File: src/rtl/y86_pkg.sv
//------------------------------------------------------------------------------
// Module  : y86_pkg
// Brief   : Shared Y86 icode/register constants and the writeback entry type.
// Revision: 1.0 - initial release
//------------------------------------------------------------------------------
`default_nettype none

package y86_pkg;

  localparam logic [3:0] I_CMOVXX = 4'd2;
  localparam logic [3:0] I_IRMOVQ = 4'd3;
  localparam logic [3:0] I_MRMOVQ = 4'd5;
  localparam logic [3:0] I_OPQ    = 4'd6;
  localparam logic [3:0] I_CALL   = 4'd8;
  localparam logic [3:0] I_RET    = 4'd9;
  localparam logic [3:0] I_PUSHQ  = 4'd10;
  localparam logic [3:0] I_POPQ   = 4'd11;

  localparam int PKG_AW = 4;
  localparam int PKG_DW = 64;

  localparam logic [PKG_AW-1:0] REG_RSP  = 4'd4;
  localparam logic [PKG_AW-1:0] REG_NONE = 4'd15;

  typedef struct packed {
    logic [PKG_AW-1:0] addr;
    logic [PKG_DW-1:0] data;
  } wb_entry_t;

endpackage

`default_nettype wire

File: src/rtl/wb_dest_decode.sv
//------------------------------------------------------------------------------
// Module  : wb_dest_decode
// Brief   : Combinational dstE/dstM decode; REG_NONE marks "no write".
// Revision: 1.0 - initial release
//------------------------------------------------------------------------------
`default_nettype none

module wb_dest_decode
  import y86_pkg::*;
#(
  parameter int AW = 4
) (
  input  logic [3:0]    icode_i,
  input  logic [AW-1:0] ra_i,
  input  logic [AW-1:0] rb_i,
  input  logic          cnd_i,
  output logic [AW-1:0] dst_e_o,
  output logic [AW-1:0] dst_m_o
);

  always_comb begin
    dst_e_o = AW'(REG_NONE);
    dst_m_o = AW'(REG_NONE);
    case (icode_i)
      I_CMOVXX: if (cnd_i) dst_e_o = rb_i;
      I_IRMOVQ,
      I_OPQ:    dst_e_o = rb_i;
      I_MRMOVQ: dst_m_o = ra_i;
      I_CALL,
      I_RET,
      I_PUSHQ:  dst_e_o = AW'(REG_RSP);
      I_POPQ: begin
        dst_e_o = AW'(REG_RSP);
        dst_m_o = ra_i;
      end
      default: ;
    endcase
  end

endmodule

`default_nettype wire

File: src/rtl/regfile_wb_scheduler.sv
//------------------------------------------------------------------------------
// Module  : regfile_wb_scheduler
// Brief   : Queues decoded dstE/dstM writes, drains one per cycle to the RF.
//           Optional combinational forwarding lookup enabled by WB_FWD_EN.
// Revision: 1.0 - initial release
//------------------------------------------------------------------------------
`default_nettype none

module regfile_wb_scheduler
  import y86_pkg::*;
#(
  parameter int DEPTH = 4,
  parameter int AW    = 4,
  parameter int DW    = 64
) (
  input  logic                     clk,
  input  logic                     rst,
  input  logic                     wb_valid,
  output logic                     wb_ready,
  input  logic [3:0]               icode,
  input  logic [AW-1:0]            rA,
  input  logic [AW-1:0]            rB,
  input  logic                     cnd,
  input  logic [DW-1:0]            valE,
  input  logic [DW-1:0]            valM,
  output logic                     rf_we,
  output logic [AW-1:0]            rf_addr,
  output logic [DW-1:0]            rf_data,
  output logic [$clog2(DEPTH):0]   pending_cnt,
  output logic                     idle,
  input  logic [AW-1:0]            fwd_addr,
  output logic                     fwd_hit,
  output logic [DW-1:0]            fwd_data
);

  localparam int PW = $clog2(DEPTH);
  localparam int CW = PW + 1;

  logic [AW-1:0] dst_e, dst_m;
  logic          accept, push_e, push_m, pop;
  logic [1:0]    n_push;
  wb_entry_t     entry_e, entry_m, entry_first;

  wb_entry_t     fifo_q [DEPTH];
  logic [PW-1:0] wr_ptr_q, wr_ptr_d, rd_ptr_q, rd_ptr_d;
  logic [CW-1:0] count_q, count_d;
  logic          rf_we_q;
  logic [AW-1:0] rf_addr_q;
  logic [DW-1:0] rf_data_q;

  wb_dest_decode #(.AW(AW)) u_decode (
    .icode_i (icode),
    .ra_i    (rA),
    .rb_i    (rB),
    .cnd_i   (cnd),
    .dst_e_o (dst_e),
    .dst_m_o (dst_m)
  );

  // Two free slots are required so a popq can always land both halves at once.
  assign wb_ready = (count_q <= CW'(DEPTH - 2));
  assign accept   = wb_valid && wb_ready;
  assign push_e   = accept && (dst_e != AW'(REG_NONE));
  assign push_m   = accept && (dst_m != AW'(REG_NONE));
  assign pop      = (count_q != '0);

  always_comb begin
    entry_e      = '{addr: dst_e, data: valE};
    entry_m      = '{addr: dst_m, data: valM};
    entry_first  = push_e ? entry_e : entry_m;
    n_push       = {1'b0, push_e} + {1'b0, push_m};
    count_d      = count_q + CW'(n_push) - CW'(pop);
    wr_ptr_d     = wr_ptr_q + PW'(n_push);
    rd_ptr_d     = rd_ptr_q + PW'(pop);
  end

  always_ff @(posedge clk) begin
    if (rst) begin
      wr_ptr_q  <= '0;
      rd_ptr_q  <= '0;
      count_q   <= '0;
      rf_we_q   <= 1'b0;
      rf_addr_q <= '0;
      rf_data_q <= '0;
    end else begin
      wr_ptr_q <= wr_ptr_d;
      rd_ptr_q <= rd_ptr_d;
      count_q  <= count_d;
      rf_we_q  <= pop;
      if (pop) begin
        rf_addr_q <= fifo_q[rd_ptr_q].addr;
        rf_data_q <= fifo_q[rd_ptr_q].data;
      end
    end
  end

  always_ff @(posedge clk) begin
    if (!rst) begin
      if (push_e || push_m) fifo_q[wr_ptr_q] <= entry_first;
      if (push_e && push_m) fifo_q[wr_ptr_q + PW'(1)] <= entry_m;
    end
  end

  assign rf_we       = rf_we_q;
  assign rf_addr     = rf_addr_q;
  assign rf_data     = rf_data_q;
  assign pending_cnt = count_q;
  assign idle        = (count_q == '0) && !rf_we_q;

`ifdef WB_FWD_EN
  // Scan oldest to newest so the last match (newest write) wins.
  always_comb begin
    fwd_hit  = 1'b0;
    fwd_data = '0;
    if (rf_we_q && (rf_addr_q == fwd_addr)) begin
      fwd_hit  = 1'b1;
      fwd_data = rf_data_q;
    end
    for (int i = 0; i < DEPTH; i++) begin
      if ((CW'(i) < count_q) && (fifo_q[rd_ptr_q + PW'(i)].addr == fwd_addr)) begin
        fwd_hit  = 1'b1;
        fwd_data = fifo_q[rd_ptr_q + PW'(i)].data;
      end
    end
    if (fwd_addr == AW'(REG_NONE)) begin
      fwd_hit  = 1'b0;
      fwd_data = '0;
    end
  end
`else
  logic unused_fwd_addr;
  assign unused_fwd_addr = ^fwd_addr;
  assign fwd_hit         = 1'b0;
  assign fwd_data        = '0;
`endif

endmodule

`default_nettype wire
File: config.mk
export PLATFORM = sky130hd
export DESIGN_NAME = regfile_wb_scheduler
export DESIGN_NICKNAME = d
export VERILOG_FILES = /design/src/rtl/y86_pkg.sv /design/src/rtl/wb_dest_decode.sv /design/src/rtl/regfile_wb_scheduler.sv
export SDC_FILE = /design/constraint.sdc
export NUM_CORES = 1
export LEC_CHECK = 0
export ABC_CLOCK_PERIOD_IN_PS = 45800
export CAP_MARGIN = 5
export CELL_PAD_IN_SITES_DETAIL_PLACEMENT = 1
export CELL_PAD_IN_SITES_GLOBAL_PLACEMENT = 2
export CORE_MARGIN = 2
export CORE_UTILIZATION = 30
export DETAILED_ROUTE_END_ITERATION = 10
export GPL_TIMING_DRIVEN = 0
export HOLD_SLACK_MARGIN = 0.02
export PLACE_DENSITY = 0.74
export REMOVE_ABC_BUFFERS = 1
export SLEW_MARGIN = 15
export SYNTH_ARGS = -nofsm -noshare
export SYNTH_HDL_FRONTEND = slang
export SYNTH_HIERARCHICAL = 1
export SYNTH_SLANG_ARGS = --single-unit
export TNS_END_PERCENT = 1
File: constraint.sdc
create_clock -name clk -period 45.8 [get_ports clk]
set_clock_uncertainty 0.1 [all_clocks]
set_input_delay 6.87 -clock clk [delete_from_list [all_inputs] [get_ports clk]]
set_output_delay 6.87 -clock clk [all_outputs]
set_load 0.05 [all_outputs]
==> summary.md <==
| Metric | Value |
|---|---|
| Critical path's slowest cell | `a2111oi_2` |
| Worst min-delay path endpoint | `rf_data[54]` |
| Slack of the worst reg-to-reg path | `41190 ps` |
| Unrepaired setup endpoints after global routing | `false` |
| Kind of cell with the highest combined delay on the critical path | `buffers and inverters` |
| CTS tree | `yes` |
| R2R Path Start | `pending_cnt[1]` |
| Number of H-tree levels | `2` |
| DRC errors left | `0` |
| CTS Buf Count | `between 40 and 50` |
| Most common library cells after synthesis | `edfxtp_1, mux2_2, buf_4` |
| Placement row count | `85` |
| Largest net degree at the start of global routing | `38` |
| Postcts setup bufs | `0` |
| Die width | `between 200 and 250 µm` |
| Capturing element type of the critical path | `flip-flop` |
| Worst r2r dst | `fifo_q[1][6]` |
| CTS clk-pin slew, worst paths | `60 ps` |
| Vias per inst | `4.82` |
| Post-synth top area cell | `edfxtp_1` |
| Via Count | `9503` |
| Footprint of the multi-input gates | `roughly 0.006 mm²` |
| Buffers & Inverters on Critical Path | `7` |
| Top fanout value on the critical path | `9` |
| Most frequent cell on the critical path | `buf_2` |
| Hold Startpoint | `rf_data[54]` |
| Share of synthesized registers carrying an async set or reset | `0%` |
| Classification of the worst-slack hold path | `reg -> reg` |
| Synth unique cells | `41` |
| Synth Flop Type | `edfxtp_1` |
| Sink count of the clock tree | `348` |
| Final Hold Viols | `0` |
| Post-Synthesis Cells | `971` |
| Critical setup path kind | `in -> reg` |
| Antenna violation net count after detailed routing | `0` |
| Critical path launch point type | `primary input` |
| Starting utilization of the core area | `30.3%` |
| Wire length after detailed routing | `42.6 mm` |
| Synth warn | `6` |
| Final global-route overflow total | `0` |
| I/O pin count | `roughly 290` |
| Vertical extent of the die | `between 200 and 250 µm` |
| Post-synth EDFFs | `272` |
| Half-perimeter wire length after placement | `slightly below 30 mm` |
| Final nets | `~1400` |
| Maximum buffer depth of the clock tree | `3` |
| Slew headroom | `34.6%` |
| Placeable core area | `0.0538 mm²` |
| Run status | `finished clean` |
| Data arrival time at the worst-slack endpoint | `11260 ps` |
| Number of violations reported at the end of detailed-routing iteration 0 | `about 380` |
| Synth Cell Area | `0.0163 mm²` |
| Most common cell in the netlist | `edfxtp_1` |
| Layout overhead on the synthesized area | `29.0%` |
| Final worst path period need | `11110 ps` |
| Flop and latch count out of synthesis | `~350` |
| Buffer type at the clock tree root | `clkbuf_16` |
| Global-route wire length before repair | `64.9 mm` |
| Portion of the post-synthesis area used by sequential elements | `59.5%` |
| Pleak | `7.27 nW` |
| Register area | `approximately 0.0097 mm²` |
| Tightest Pin Transition | `980 ps` |
| Total routing usage reported by global routing | `15.3%` |
| Gates resized, CTS repair | `0` |
| Total of endpoints with negative setup slack in the final report | `0` |
| Total of fill cells in the finished design | `5446` |
| VDD IR-drop max | `0.0301 mV` |
| Max incr delay on CP | `approximately 740 ps` |
| Area after detailed placement | `about 0.020 mm²` |
| FMAX | `~0.090 GHz` |
| Routability cong. | `0.684` |
| Antenna violations before repair | `5` |
| MaxCap Viol Count | `0` |
| Data required, critical path | `45940 ps` |
| Iteration count of the initial detailed-routing pass | `4` |
| Proportion of layout cells with a drive suffix above 1 | `35.4%` |
| Largest cells by area after synthesis | `edfxtp_1, mux2_2, mux4_2` |
| Via count of the first global-routing pass | `10600` |
| Synth Area per Inst | `16.8 µm²` |
| Die area | `0.0562 mm²` |
| Cell breakdown of the critical path | `clkdlybuf4s50_1 > o21ai_0 > o211ai_1 > nand4_1 > and3_1 > ha_1 > nor2_1 > a2111oi_2 > buf_2 > buf_2 > buf_2 > buf_2 > buf_2 > buf_2` |
| Detail-routed net length per standard cell | `between 20 and 25 µm` |
| Count of hold buffers inserted by post-cts repair | `0` |
| WHS Path Cells | `1` |
| Clk Latency, worst-skew pair | `550 ps` |
| Top-area cell type share of the netlist area | `50.1%` |
| Final instance area | `0.0210 mm²` |
| Setup TNS | `0 ps` |
| Crit share post-route | `24.3%` |
| Number of buffer cells added on primary ports | `217` |
| Number of slew-limit violations in the final report | `0` |
| Worst reg2reg path depth | `12` |
| Power density normalized to cell area | `60.2 mW/mm²` |
worst max-delay path by stage:
stage                                to  cells after the start      from  slack, ps
after global routing       fifo_q[1][6]                     14  icode[0]      34250
after CTS                  fifo_q[1][6]                     14  icode[3]      34630
after detailed placement   fifo_q[1][6]                     14  icode[3]      34040
final                      fifo_q[1][6]                     14  icode[3]      34690
after floorplan            fifo_q[1][0]                      7  icode[0]      26120
after global placement    fifo_q[1][15]                      8  icode[3]      13180
sequential cells by signal, indices dropped and copies added (netlist names):
| signal | flops |
|---|---|
| wr_ptr_q | 2 |
| rf_we | 1 |
| pending_cnt | 3 |
| rf_data | 64 |
| rd_ptr_q | 2 |
| rf_addr | 4 |
| fifo_q | 272 |
cell families after synthesis:
| logic type | synth area share, % |
|---|---|
| DFF | 59.5 |
| muxes | 27.6 |
| buffers and inverters | 5.43 |
| AOI/OAI and AO/OA | 4.69 |
| and+or+nand+nor | 1.88 |
| adders and majority gates | 0.660 |
| xor gates and xnor gates | 0.215 |
| other | 0.0230 |
metal layers:
metal	routed length, µm	track usage (%)	vias to the layer above
met1	18300	18.9	4905
met4	777	3.89	8
met5	46	0	-
met3	2250	4.00	58
li1	-	-	4295
met2	21300	26.5	237
placed cells by master, fill, tap and decap left out, types with 5 or more instances in the layout:
master | netlist | layout
a22o_1 | 68 | 68
a2bb2oi_1 | 8 | 8
buf_12 | 0 | 8
buf_16 | 0 | 11
buf_2 | 29 | 29
buf_6 | 2 | 17
clkbuf_1 | 18 | 9
clkbuf_16 | 0 | 43
clkdlybuf4s50_1 | 0 | 217
clkinv_1 | 0 | 9
clkinv_2 | 0 | 6
conb_1 | 1 | 65
dfxtp_1 | 76 | 74
edfxtp_1 | 272 | 272
ha_1 | 7 | 7
inv_1 | 10 | 10
mux2_1 | 24 | 24
mux2_2 | 240 | 240
mux4_2 | 68 | 68
nand3_1 | 5 | 5
nand4_1 | 5 | 5
nor2_1 | 9 | 7
nor2b_1 | 12 | 11
o21ai_0 | 5 | 5
through the flow:
step                worst slack (ps)  utilization, %  hold slack (ps)  instances  total power, mW
finish                         34690            39.1              376       1970             1.27
global route                   34250            39.1              392       1970             1.33
CTS                            34630            39.0              384       1969             1.29
detailed placement             34040            36.6              367       1892            0.955
global placement               13180            34.8              361       1819            0.964
floorplan                      26120               -              515        906            0.774
where the power goes:
group	leakage [nW]	total [mW]	switching, mW	internal (mW)
combinational	3.52	0.495	0.276	0.218
sequential	3.09	0.445	0.0356	0.409
clock	0.651	0.326	0.132	0.194
total	7.27	1.27	0.444	0.821
layout make-up:
class                   count  area share [%]
well taps                 696            4.14
clock buffers              55            5.48
flip-flops and latches    348            46.1
repair buffers            290            14.6
inverters                  10           0.179
diodes                      1          0.0119
multi-input cells         548            28.6
clock inverters            22           0.887
Power figures use the tool's default switching activity.
